## config.mk

```make
export PLATFORM = sky130hd
export DESIGN_NAME = sc_frame_decoder_flat
export DESIGN_NICKNAME = d
export VERILOG_FILES = /design/src/rtl/sc_pkg.sv /design/src/rtl/sc_frame_decoder_if.sv /design/src/rtl/sc_rescaler.sv /design/src/rtl/sc_frame_decoder.sv /design/src/flat_wrapper.sv
export SDC_FILE = /design/constraint.sdc
export NUM_CORES = 1
export LEC_CHECK = 0
export ABC_CLOCK_PERIOD_IN_PS = 4850
export CAP_MARGIN = 20
export CORE_MARGIN = 10
export CORE_UTILIZATION = 35
export CTS_CLUSTER_DIAMETER = 200
export CTS_CLUSTER_SIZE = 28
export DETAILED_ROUTE_END_ITERATION = 7
export GPL_TIMING_DRIVEN = 1
export PLACE_DENSITY = 0.65
export SLEW_MARGIN = 40
export SYNTH_ARGS = -nofsm -noshare
export SYNTH_HDL_FRONTEND = slang
export SYNTH_SLANG_ARGS = --single-unit
```

## constraint.sdc

```tcl
create_clock -name clk -period 4.85 [get_ports clk]
set_input_delay 0.97 -clock clk [delete_from_list [all_inputs] [get_ports clk]]
set_output_delay 0.97 -clock clk [all_outputs]
set_load 0.02 [all_outputs]
```

## src/rtl/sc_pkg.sv

```systemverilog
// Shared types and helpers for the stochastic-computing frame decoder.
// Optional feature macro used elsewhere: SC_FRAME_DECODER_PROGRESSIVE_EN.
package sc_pkg;

  localparam int SC_TW_DEFAULT = 6;

  typedef enum logic [1:0] {
    IDLE  = 2'd0,
    ACCUM = 2'd1,
    HOLD  = 2'd2
  } sc_state_t;

  // Index of the highest set bit; 0 for a zero operand (callers guard zero).
  function automatic logic [31:0] floor_log2(input logic [31:0] v);
    logic [31:0] r;
    r = '0;
    for (int i = 0; i < 32; i++) begin
      if (v[i]) r = 32'(i);
    end
    return r;
  endfunction

  // Rescale a ones count taken over 'cycles' bits to a full-scale tw-bit
  // value: ones << (tw - floor(log2 cycles)), saturated at 2^tw - 1.
  function automatic logic [31:0] sc_rescale(input logic [31:0] ones,
                                             input logic [31:0] cycles,
                                             input int tw);
    logic [31:0] k;
    logic [31:0] shifted;
    logic [31:0] max_val;
    if (cycles == '0) return '0;
    k       = floor_log2(cycles);
    shifted = ones << (32'(tw) - k);
    max_val = (32'd1 << tw) - 32'd1;
    return (shifted > max_val) ? max_val : shifted;
  endfunction

endpackage

```

## src/rtl/sc_frame_decoder_if.sv

```systemverilog
// Bitstream input, result handshake and status signals of the frame decoder.
interface sc_frame_decoder_if
  import sc_pkg::*;
#(
  parameter int TW = SC_TW_DEFAULT
);
  logic          start;
  logic          stop;
  logic          bit_valid;
  logic          bit_in;
  logic          out_valid;
  logic          out_ready;
  logic [TW-1:0] out_value;
  logic [TW:0]   out_cycles;
  logic          out_err;
  logic          est_valid;
  logic [TW-1:0] est_value;
  logic          busy;

  modport master (
    output start, stop, bit_valid, bit_in, out_ready,
    input  out_valid, out_value, out_cycles, out_err, est_valid, est_value, busy
  );

  modport slave (
    input  start, stop, bit_valid, bit_in, out_ready,
    output out_valid, out_value, out_cycles, out_err, est_valid, est_value, busy
  );
endinterface

```

## src/rtl/sc_rescaler.sv

```systemverilog
// Combinational scaler: maps (ones, cycles) to a full-scale TW-bit value and
// flags whether cycles is a nonzero power of two.
module sc_rescaler
  import sc_pkg::*;
#(
  parameter int TW = SC_TW_DEFAULT
) (
  input  logic [TW:0]   ones,
  input  logic [TW:0]   cycles,
  output logic [TW-1:0] value,
  output logic          pow2
);

  localparam logic [TW:0] ONE = {{TW{1'b0}}, 1'b1};

  // Shift by the missing octaves of frame length, then saturate.
  always_comb begin
    value = TW'(sc_rescale(32'(ones), 32'(cycles), TW));
  end

  // Power of two: exactly one bit set; zero is not a power of two.
  always_comb begin
    pow2 = (cycles != '0) && ((cycles & (cycles - ONE)) == '0);
  end

endmodule

```

## src/rtl/sc_frame_decoder.sv

```systemverilog
// Stochastic bitstream frame decoder: counts ones over a frame closed by
// 2^TW accepted bits or a stop request, rescales to full scale and presents
// the result on a valid/ready handshake.
// Optional macro SC_FRAME_DECODER_PROGRESSIVE_EN adds progressive estimates
// at every power-of-two bit count.
//
// state | meaning
// IDLE  | waiting for start; bits ignored
// ACCUM | counting accepted bits and ones (busy)
// HOLD  | result presented, waiting for out_ready
module sc_frame_decoder
  import sc_pkg::*;
#(
  parameter int TW = SC_TW_DEFAULT
) (
  input logic               clk,
  input logic               rst,
  sc_frame_decoder_if.slave bus
);

  localparam logic [TW:0] FULL = {1'b1, {TW{1'b0}}};

  sc_state_t     state_q, state_d;
  logic [TW:0]   cyc_cnt, ones_cnt;
  logic [TW:0]   cyc_nxt, ones_nxt;
  logic          accept;
  logic          clr_cnt;
  logic          load_res;
  logic [TW-1:0] scaled;
  logic          pow2;
  logic [TW-1:0] out_value_q;
  logic [TW:0]   out_cycles_q;
  logic          out_err_q;

  // Counts as they stand after this cycle's bit (if one is accepted).
  always_comb begin
    accept   = (state_q == ACCUM) && bus.bit_valid;
    cyc_nxt  = cyc_cnt + {{TW{1'b0}}, accept};
    ones_nxt = ones_cnt + {{TW{1'b0}}, accept & bus.bit_in};
  end

  // One scaler serves both the final result and the progressive estimate,
  // since both are taken on the post-bit counts.
  sc_rescaler #(.TW(TW)) u_rescaler (
    .ones   (ones_nxt),
    .cycles (cyc_nxt),
    .value  (scaled),
    .pow2   (pow2)
  );

  // Next-state logic and datapath strobes.
  always_comb begin
    state_d  = state_q;
    clr_cnt  = 1'b0;
    load_res = 1'b0;
    case (state_q)
      IDLE: begin
        if (bus.start) begin
          state_d = ACCUM;
          clr_cnt = 1'b1;
        end
      end
      ACCUM: begin
        if (bus.stop || (accept && (cyc_nxt == FULL))) begin
          state_d  = HOLD;
          load_res = 1'b1;
        end
      end
      HOLD: begin
        if (bus.out_ready) begin
          if (bus.start) begin
            state_d = ACCUM;
            clr_cnt = 1'b1;
          end else begin
            state_d = IDLE;
          end
        end
      end
      default: state_d = IDLE;
    endcase
  end

  // State register.
  always_ff @(posedge clk or posedge rst) begin
    if (rst) state_q <= IDLE;
    else     state_q <= state_d;
  end

  // Frame counters: cleared on frame open, advanced on accepted bits.
  always_ff @(posedge clk or posedge rst) begin
    if (rst) begin
      cyc_cnt  <= '0;
      ones_cnt <= '0;
    end else if (clr_cnt) begin
      cyc_cnt  <= '0;
      ones_cnt <= '0;
    end else if (accept) begin
      cyc_cnt  <= cyc_nxt;
      ones_cnt <= ones_nxt;
    end
  end

  // Result registers: loaded on entry to HOLD, held otherwise.
  always_ff @(posedge clk or posedge rst) begin
    if (rst) begin
      out_value_q  <= '0;
      out_cycles_q <= '0;
      out_err_q    <= 1'b0;
    end else if (load_res) begin
      out_value_q  <= scaled;
      out_cycles_q <= cyc_nxt;
      out_err_q    <= ~pow2;
    end
  end

  assign bus.out_valid  = (state_q == HOLD);
  assign bus.busy       = (state_q == ACCUM);
  assign bus.out_value  = out_value_q;
  assign bus.out_cycles = out_cycles_q;
  assign bus.out_err    = out_err_q;

`ifdef SC_FRAME_DECODER_PROGRESSIVE_EN
  logic          est_fire;
  logic          est_valid_q;
  logic [TW-1:0] est_value_q;

  assign est_fire = accept && pow2;

  // Estimate strobe one cycle after a power-of-two count; value cleared at frame open.
  always_ff @(posedge clk or posedge rst) begin
    if (rst) begin
      est_valid_q <= 1'b0;
      est_value_q <= '0;
    end else begin
      est_valid_q <= est_fire;
      if (clr_cnt)       est_value_q <= '0;
      else if (est_fire) est_value_q <= scaled;
    end
  end

  assign bus.est_valid = est_valid_q;
  assign bus.est_value = est_value_q;
`else
  assign bus.est_valid = 1'b0;
  assign bus.est_value = '0;
`endif

endmodule

```

## src/flat_wrapper.sv

```systemverilog
// flat-port wrapper written by rule: the top's interface ports become plain ports
module sc_frame_decoder_flat import sc_pkg::*;
#(
  parameter int TW = SC_TW_DEFAULT
)
  (clk, rst, bus_start, bus_stop, bus_bit_valid, bus_bit_in, bus_out_ready, bus_out_valid, bus_out_value, bus_out_cycles, bus_out_err, bus_est_valid, bus_est_value, bus_busy);
  sc_frame_decoder_if #(.TW(TW)) bus_i ();
  input logic clk;
  input logic rst;
  input wire logic [$bits(bus_i.start)-1:0] bus_start;
  input wire logic [$bits(bus_i.stop)-1:0] bus_stop;
  input wire logic [$bits(bus_i.bit_valid)-1:0] bus_bit_valid;
  input wire logic [$bits(bus_i.bit_in)-1:0] bus_bit_in;
  input wire logic [$bits(bus_i.out_ready)-1:0] bus_out_ready;
  output wire logic [$bits(bus_i.out_valid)-1:0] bus_out_valid;
  output wire logic [$bits(bus_i.out_value)-1:0] bus_out_value;
  output wire logic [$bits(bus_i.out_cycles)-1:0] bus_out_cycles;
  output wire logic [$bits(bus_i.out_err)-1:0] bus_out_err;
  output wire logic [$bits(bus_i.est_valid)-1:0] bus_est_valid;
  output wire logic [$bits(bus_i.est_value)-1:0] bus_est_value;
  output wire logic [$bits(bus_i.busy)-1:0] bus_busy;
  assign bus_i.start = bus_start;
  assign bus_i.stop = bus_stop;
  assign bus_i.bit_valid = bus_bit_valid;
  assign bus_i.bit_in = bus_bit_in;
  assign bus_i.out_ready = bus_out_ready;
  assign bus_out_valid = bus_i.out_valid;
  assign bus_out_value = bus_i.out_value;
  assign bus_out_cycles = bus_i.out_cycles;
  assign bus_out_err = bus_i.out_err;
  assign bus_est_valid = bus_i.est_valid;
  assign bus_est_value = bus_i.est_value;
  assign bus_busy = bus_i.busy;
  sc_frame_decoder #(.TW(TW)) u_core (.clk(clk), .rst(rst), .bus(bus_i));
endmodule
```

After elaboration in Yosys (flattened, before gate mapping)
Index checks and enable logic that the tools add are counted.
{"block": "word_totals", "in_bits": 7, "reg_bits": 30, "wordCells": 56, "out_inout_bits": 23}
{"block": "classes", "n_reduce_logical": 10, "magnitude_cmp": 1, "shifts": 1, "addsub": 4, "n_mux": 25, "n_bitwise": 3, "n_eq_ne": 6}
{"cell": "32-bit 2-to-1 mux", "count": 6}
{"cell": "32-bit by 6-bit greater-than comparator with 1-bit output (second input constant)", "count": 1}
{"cell": "7-bit by 32-bit << shifter with 32-bit output", "count": 1}
{"cell": "3-bit by 32-bit subtractor with 32-bit output (first input constant)", "count": 1}
{"cell": "7-bit 2-to-1 mux", "count": 4}
{"cell": "6-bit 2-to-1 mux", "count": 3}
{"cell": "7-bit by 1-bit adder with 7-bit output", "count": 2}
{"cell": "7-bit logical NOT", "count": 2}
{"cell": "7-bit AND", "count": 1}
{"cell": "7-bit equality test (second input constant)", "count": 1}
{"cell": "1-bit 2-to-1 mux", "count": 7}
{"cell": "7-bit nonzero test", "count": 1}
{"cell": "7-bit by 1-bit subtractor with 7-bit output (second input constant)", "count": 1}
{"cell": "2-bit 2-to-1 mux", "count": 3}
{"cell": "2-bit case mux with 3 select lines", "count": 1}
{"cell": "2-bit != test (second input constant)", "count": 2}
{"cell": "1-bit logical AND", "count": 3}
{"cell": "3-bit AND reduction", "count": 1}
{"cell": "2-bit by 1-bit equality test with 1-bit output (second input constant)", "count": 1}
{"cell": "2-bit equality test (second input constant)", "count": 1}
{"cell": "2-bit logical NOT", "count": 1}
{"cell": "2-bit by 1-bit != test with 1-bit output (second input constant)", "count": 1}
{"cell": "1-bit case mux with 2 select lines", "count": 1}
{"cell": "2-bit nonzero test", "count": 1}
{"cell": "3 further kinds", "count": 3}

Logic depth before layout (Yosys ltp)
Gate-level depths: netlist of run 1.
{"block": "depth", "word_depth": 15, "ltp_mapped": 21, "mapped_depth_nobuf": 18}

Hierarchy
From an unflattened synthesis of run 1, not the netlist that was laid out.
{"block": "hier_totals", "cells_unflattened": 205, "hier_area_um2": 2059.5}
{"mod": "sc_frame_decoder", "area_each_um2": 1562.7, "n_inst": 1, "seq_area_each_um2": 750.7, "cells_each": 134}
{"mod": "sc_rescaler", "area_each_um2": 496.7, "n_inst": 1, "seq_area_each_um2": 0.0, "cells_each": 71}

Least setup slack after synthesis of run 1
No wires, ideal clock.
{"block": "synth_path", "kind": "input-to-reg", "from": "in bus_bit_valid", "to": "reg u_core.out_value_q[5] (netlist: u_core.bus.out_value[5])", "slack_ps": 232, "path_buffers": 1, "path_stages": 18, "t_required_ps": 4702, "setup_ps": 148, "arrival_ps": 4470, "cell_sequence": "nand2_1 -> clkinv_1 -> ha_1 -> ha_1 -> nand2_1 -> a211o_1 -> a31oi_2 -> o31ai_4 -> inv_4 -> ha_1 -> ha_1 -> clkbuf_1 -> nor2_1 -> o311a_2 -> o221ai_1 -> o2111ai_1 -> o31ai_4 -> o2111ai_1"}
{"block": "synth_between", "elab_chain_len": 14, "elab_cells_between_ends": 23, "classes_between": "3 x add/sub; 1 x order compare; 1 x eq/ne; 1 x shift; 12 x mux; 1 x bitwise; 4 x reduce/logical"}
{"element": "from (decl)", "line": "flat_wrapper.sv:12", "rtl": "input wire logic [$bits(bus_i.bit_valid)-1:0] bus_bit_valid;"}
{"element": "1-bit logical AND *", "line": "sc_frame_decoder.sv:37", "rtl": "accept = (state_q == ACCUM) && bus.bit_valid;"}
{"element": "7-bit by 1-bit adder with 7-bit output *", "line": "sc_frame_decoder.sv:38", "rtl": "cyc_nxt = cyc_cnt + {{TW{1'b0}}, accept};"}
{"element": "named net u_core.cyc_nxt[1]", "line": "sc_frame_decoder.sv:25", "rtl": "logic [TW:0] cyc_nxt, ones_nxt;"}
{"element": "1-bit 2-to-1 mux", "line": "sc_pkg.sv:18", "rtl": "if (v[i]) r = 32'(i);"}
{"element": "32-bit 2-to-1 mux (5 in a row)", "line": "sc_pkg.sv:18"}
{"element": "32-bit 2-to-1 mux", "line": "sc_pkg.sv:32", "rtl": "k = floor_log2(cycles);"}
{"element": "3-bit by 32-bit subtractor with 32-bit output", "line": "sc_pkg.sv:33", "rtl": "shifted = ones << (32'(tw) - k);"}
{"element": "7-bit by 32-bit << shifter with 32-bit output", "line": "sc_pkg.sv:33"}
{"element": "32-bit by 6-bit greater-than comparator with 1-bit output", "line": "sc_pkg.sv:35", "rtl": "return (shifted > max_val) ? max_val : shifted;"}
{"element": "6-bit 2-to-1 mux", "line": "sc_pkg.sv:35"}
{"element": "6-bit 2-to-1 mux", "line": "sc_pkg.sv:32"}
{"element": "to (signal assigned)", "line": "sc_frame_decoder.sv:110", "rtl": "out_value_q <= scaled;"}
{"element": "to (decl)", "line": "sc_frame_decoder.sv:31", "rtl": "logic [TW-1:0] out_value_q;"}
Mark *: on every way through the listed nets, which the timed path passes. The rest lies on a longest branch. The select of a mux whose other input is x is not followed.
A chain may end at the register's enable or synchronous reset.

Final worst setup path of run 1
Same ends and word-level chain as after synthesis.

==> summary.txt, run 1 <==
status: finished, final reports clean
Post-CTS Setup Bufs: 0
Starting DRT DRC Count: 91
Syn Inst Count: 237
# resized after CTS: 0
DP HPWL: 3690 microns
EDFF count, synth: 0
clock-pin slew on the worst setup and hold paths: 0.07 ns
CTS Root Cell: clkbuf_8
drt via density: 5.16
worst-margin pin slew: 0.534 ns
fin crit period: 4.48 ns
ANT cells: 0
leakage power: 1.13 nW
RSZ-0062 raised after global routing: no
# hold bufs at CTS: 0
highest-count cells in the layout ignoring fill and taps: nand2_1 (37), dfrtp_1 (30), clkdlybuf4s50_1 (22), nor2_1 (17), o21ai_0 (14)
top cell type's share of synthesized area: 36.2%
Core Footprint: 0.00564 sq mm
initial antenna violation count: 0
final period utilization: 92.4%
vias in the first global route: 1728
leading cell type in the layout, fill and taps excluded: nand2_1
Power Density: 474 mW/mm^2
clock buffer depth: 2
top cells by area, synth: dfrtp_1 (36%), nand2_1 (6.7%), ha_1 (3.6%)
Crit. End Element: flop
total gr overflow: 0
vias: 1758
Netlist Area Pre-Place: 0.00207 sq mm
GP Congestion: 0.860
Reg2Reg Depth: 18
first-pass GRT wire length: 8510 microns
layout cells sized above 1: 14.1%
CP Launch Type: input pin
CTS tree: done
final clock skew: 0.00322 ns
Most used DFF post-synth: dfrtp_1
cts bufs inserted: 5
DR pass1 iterations: 4
DR DRC count: 0
H-tree depth: 2
placed cells: 333
Setup CP Type: in -> reg
largest area contributor in the netlist: dfrtp_1
crit path max fanout: 9
worst hold path depth: 2
syn avg cell area: 8.74 sq um
pin count of the biggest net entering global routing: 31
fin nets: 281
starting density of the core: 36.7%
CP Data Arrival Time: 4.63 ns
Die Height: 96.9 microns
# rows: 27
Worst Path Required: 5.00 ns
Worst-Skew Late Latency: 0.28 ns
Layout area overhead: 22.1%
Yosys reg bits: 30
Clock Sinks: 30
Die Area: 0.00940 sq mm
FMAX: 0.223 GHz
number of maximum-capacitance violations: 0
async set-reset flop share out of synthesis: 100%
total track usage: 10.5%
Ys Warns: 0
sequential share of the synthesized area: 36.2%
Slew headroom: 64.4%
HP Class: reg -> reg
DR WL/cell: 14.2 microns
final wirelength: 4850 microns
Yosys cell types: 54
IO buf count: 22
peak supply drop: 0.285 mV
Slew Viols, Final: 0
Final Setup Violations: 0
Antenna Nets Post-Route: 0
Final Hold Fails: 0
Ports: 30
post-route insts no fill: 341
die span in x: 96.9 microns
Setup TNS Final: 0 ns
==> layout make-up <==
type	instances	area [sq um]
Fill cell	541	3110
Multi-Input combinational cell	186	1190
Sequential cell	30	751
Timing Repair Buffer	35	318
Tap cell	72	90.1
Clock buffer	6	82.6
Clock inverter	2	60.1
Inverter	10	40.0
==> critical path, stage by stage <==
cell,delay [ns]
clkdlybuf4s50_1,0.42
nand2_1,0.09
clkinv_1,0.08
ha_1,0.20
ha_1,0.36
nand2_1,0.07
a211o_1,0.30
a31oi_2,0.27
o31ai_4,0.12
inv_4,0.07
ha_1,0.14
ha_2,0.26
nor2_1,0.11
o311a_2,0.14
o221ai_1,0.30
o2111ai_1,0.23
o31ai_4,0.33
o2111ai_1,0.15
==> per-layer routing <==
metal / track usage (%) / share of wire, %
met1: 14.4 / 52
met2: 15.3 / 43
met3: 2.91 / 4.3
met4: 3.61 / 1.0
met5: 0 / 0
==> flip-flops by register name (all words and copies together) (netlist names) <==
signal and count:
u_core.bus.out_cycles 7, u_core.bus.out_err 1, u_core.bus.out_value 6, u_core.cyc_cnt 7, u_core.ones_cnt 7, u_core.state_q 2
==> cell families after synthesis <==
| kind of cell | count (synthesis) | synth area share, % |
|---|---|---|
| compound gates | 67 | 24.4 |
| xor+xnor | 9 | 4.17 |
| fa+ha+maj | 6 | 3.62 |
| buf+inv | 27 | 7.61 |
| flops | 30 | 36.2 |
| mux | 4 | 1.99 |
| other cells | 1 | 0.181 |
| simple gates | 93 | 21.8 |
==> cells in the mapped netlist (3+ instances only) <==
cell and n:
nand2_1 37, dfrtp_1 30, nor2_1 17, o21ai_0 14, nand3_1 11, buf_4 9
inv_1 8, a21oi_1 7, a22o_1 7, ha_1 6, o211ai_1 6, o21ai_1 6
xor2_1 6, and3_1 5, nor2b_1 5, and2_1 4, a22oi_1 3, a31oi_1 3
clkbuf_1 3, mux2i_1 3, o31ai_1 3, or3_1 3
==> worst paths after layout <==
kind,from,end,slack (ns)
hold reg to reg,u_core.bus.out_cycles[1]$_DFFE_PP0P_,u_core.bus.out_cycles[1]$_DFFE_PP0P_,0.48
max in group asynchronous,rst,u_core.ones_cnt[1]$_DFFE_PP0P_,3.51
hold / removal,u_core.bus.out_cycles[1]$_DFFE_PP0P_,u_core.bus.out_cycles[1]$_DFFE_PP0P_,0.48
setup / recovery,bus_bit_valid,u_core.bus.out_value[5]$_DFFE_PP0P_,0.37
min in group asynchronous,rst,u_core.bus.out_cycles[0]$_DFFE_PP0P_,1.06
setup reg to reg,u_core.state_q[0]$_DFFE_PP0P_,u_core.bus.out_value[5]$_DFFE_PP0P_,0.86
==> power by group <==
group	internal [mW]	switching, mW
Combinational	0.230	0.299
Clock	0.219	0.102
Sequential	0.311	0.0373
==> stage by stage <==
stage	power (mW)	setup WS, ns	cell area [sq um]	utilization [%]	hold slack (ns)
after floorplan	0.690	0.232	2090	-	0.461
after global placement	0.884	0.137	2380	42.3	0.456
after detailed placement	0.889	0.0368	2380	42.3	0.463
after CTS	1.21	0.302	2530	44.8	0.479
after global routing	1.28	0.0872	2530	44.8	0.523
final	1.20	0.368	2530	44.8	0.476
No activity file was read; power rests on OpenSTA's default activity.
==> run 2: changes to the inputs <==
DONT_BUFFER_PORTS = 1   (was unset)
PLACE_DENSITY = 0.59   (was 0.65)
==> summary.txt, run 2 (synthesis results as in run 1) <==
status: finished, final reports clean
ANT cells: 0 (unchanged)
placed cells: 305 (-8.4%)
Power Density: 444 mW/mm^2 (-6.4%)
DR pass1 iterations: 4 (unchanged)
Final Hold Fails: 0 (unchanged)
# hold bufs at CTS: 0 (unchanged)
H-tree depth: 2 (unchanged)
RR Startpoint: u_core.state_q[0]$_DFFE_PP0P_
Fill cells: 592 (+9.4%)
post-layout instance area: 0.00221 sq mm (-13%)
Hold Crit Start: u_core.ones_cnt[6]$_DFFE_PP0P_
post-route insts no fill: 313 (-8.2%)
die span in x: 96.9 microns (unchanged)
CTS Root Cell: clkbuf_8
Starting DRT DRC Count: 125 (+37%)
final period utilization: 87.6% (-4.8 points)
Die Height: 96.9 microns (unchanged)
CP startpoint: bus_bit_valid
hold slack final: 0.511 ns (+0.0346 ns)
Worst Path Required: 5.00 ns (about the same)
slowest library cell on the worst path: ha_1
slowest stage delay, CP: 0.41 ns (about the same)
Die Area: 0.00940 sq mm (unchanged)
leading cell type in the layout, fill and taps excluded: nand2_1
DP HPWL: 3730 microns (+1.3%)
Ports: 30 (unchanged)
layout cells sized above 1: 12.4% (-1.7 points)
met2 GRT Util: 15.0% (-0.31 points)
clock-pin slew on the worst setup and hold paths: 0.07 ns (about the same)
crit path cell chain: nand2_1, clkinv_1, ha_1, ha_1, nand2_1, a211o_1, a31oi_2, o31ai_4, inv_4, ha_1, ha_1, nor2_1, o311a_2, o221ai_1, o2111ai_1, o31ai_4, o2111ai_1
IO buf count: 0 (-100%)
drt via density: 5.39 (+4.6%)
first-pass GRT wire length: 8440 microns (-0.81%)
Post-CTS Setup Bufs: 0 (unchanged)
highest-count cells in the layout ignoring fill and taps: nand2_1 (37), dfrtp_1 (30), nor2_1 (17), o21ai_0 (14), nand3_1 (11)
clock buffer depth: 2 (unchanged)
Clock Sinks: 30 (unchanged)
CP Launch Type: input pin
Setup CP Type: in -> reg
Slew headroom: 63.4% (-0.98 points)
vias in the first global route: 1631 (-5.6%)
Crit. End Element: flop
starting density of the core: 36.7% (unchanged)
# rows: 27 (unchanged)
GP Congestion: 0.873 (+1.5%)
# resized after CTS: 0 (unchanged)
pin count of the biggest net entering global routing: 18 (-42%)
Worst-Skew Late Latency: 0.29 ns (about the same)
Slew Viols, Final: 0 (unchanged)
M3 GR Usage: 3.19% (+0.28 points)
vias: 1688 (-4.0%)
CP Data Arrival Time: 4.39 ns (-0.24 ns)
Pwr Total: 981 uW (-18%)
total gr overflow: 0 (unchanged)
Final Setup Violations: 0 (unchanged)
Worst R2R Setup Slack: 0.67 ns (-0.19 ns)
CP delay by family, top: compound AO/OA/AOI/OAI gates
crit path max fanout: 9 (unchanged)
Core Footprint: 0.00564 sq mm (unchanged)
CP bufs+invs: 2 (-1)
HP Class: reg -> reg
fin crit period: 4.25 ns (-0.235 ns)
cts bufs inserted: 5 (unchanged)
peak supply drop: 0.196 mV (-31%)
met1 usage: 14.4% (+0.059 points)
initial antenna violation count: 0 (unchanged)
dpl cell area: 0.00212 sq mm (-11%)
fin nets: 253 (-10%)
DR WL/cell: 15.6 microns (+9.8%)
leakage power: 0.999 nW (-12%)
Antenna Nets Post-Route: 0 (unchanged)
CTS tree: done
worst-margin pin slew: 0.549 ns (+0.0147 ns)
final clock skew: 0.00649 ns (+0.00327 ns)
number of maximum-capacitance violations: 0 (unchanged)
RSZ-0062 raised after global routing: no
Setup TNS Final: 0 ns (unchanged)
FMAX: 0.235 GHz (+5.5%)
final wirelength: 4890 microns (+0.78%)
total track usage: 10.5% (about the same)
DR DRC count: 0 (unchanged)
global route hottest layer: met2
Layout area overhead: 6.70%
Top cell by count, worst path: ha_1
-- run 2: changes by cell type in the layout (fill, tap and decap cells not counted) --
| cell | delta |
|---|---|
| clkdlybuf4s50_1 | -22 |
| buf_4 | -6 |
| bufinv_16 | -2 |
| clkbuf_1 | +1 |
| clkinv_2 | +1 |
| ha_1 | +1 |
| ha_2 | -1 |
-- run 2: final cells by class --
cell class / count / area (sq um) / area share (%)
flip-flops and latches: 30 / 751 / 34.0
clock inverters: 1 / 5.00 / 0.226
well taps: 72 / 90.1 / 4.07
inverters: 10 / 40.0 / 1.81
multi-input cells: 186 / 1190 / 53.7
repair buffers: 7 / 52.6 / 2.38
clock buffers: 7 / 86.3 / 3.90
-- run 2: final timing paths --
kind / end / depth (start not counted)
worst max-delay path: u_core.bus.out_value[5]$_DFFE_PP0P_ / 17
worst min-delay path: u_core.ones_cnt[6]$_DFFE_PP0P_ / 2
worst max register to register: u_core.bus.out_value[5]$_DFFE_PP0P_ / 18
worst min register to register: u_core.ones_cnt[6]$_DFFE_PP0P_ / 2
max in group asynchronous: u_core.ones_cnt[6]$_DFFE_PP0P_ / 2
min in group asynchronous: u_core.state_q[1]$_DFFE_PP0P_ / 1
-- run 2: report_power, final --
group | switching (mW) | internal (mW)
combinational | 0.219 | 0.133
clock | 0.102 | 0.114
sequential | 0.102 | 0.310
-- run 2: worst register-to-register path: stages, from the launching register on --
cell	delay [ns]
dfrtp_1	0.40
nor2b_1	0.23
nand2_1	0.11
clkinv_1	0.08
ha_1	0.16
ha_1	0.41
nand2_1	0.10
a211o_1	0.31
a31oi_2	0.26
o31ai_4	0.14
inv_4	0.14
ha_1	0.16
ha_1	0.31
nor2_1	0.15
o311a_2	0.16
o221ai_1	0.27
o2111ai_1	0.21
o31ai_4	0.32
o2111ai_1	0.15
-- run 2: per-stage QoR --
stage	setup slack, ns	util, %
5_1_grt	0.321	39.2
4_1_cts	0.594	39.2
6_report	0.603	39.2
2_1_floorplan	0.232	-
3_3_place_gp	0.475	37.6
3_5_place_dp	0.313	37.6
-- run 2: layer usage --
layer	wire (microns)	vias up
met5	0	-
met1	2380	783
met3	405	10
met2	2040	62
met4	73	0
li1	-	833
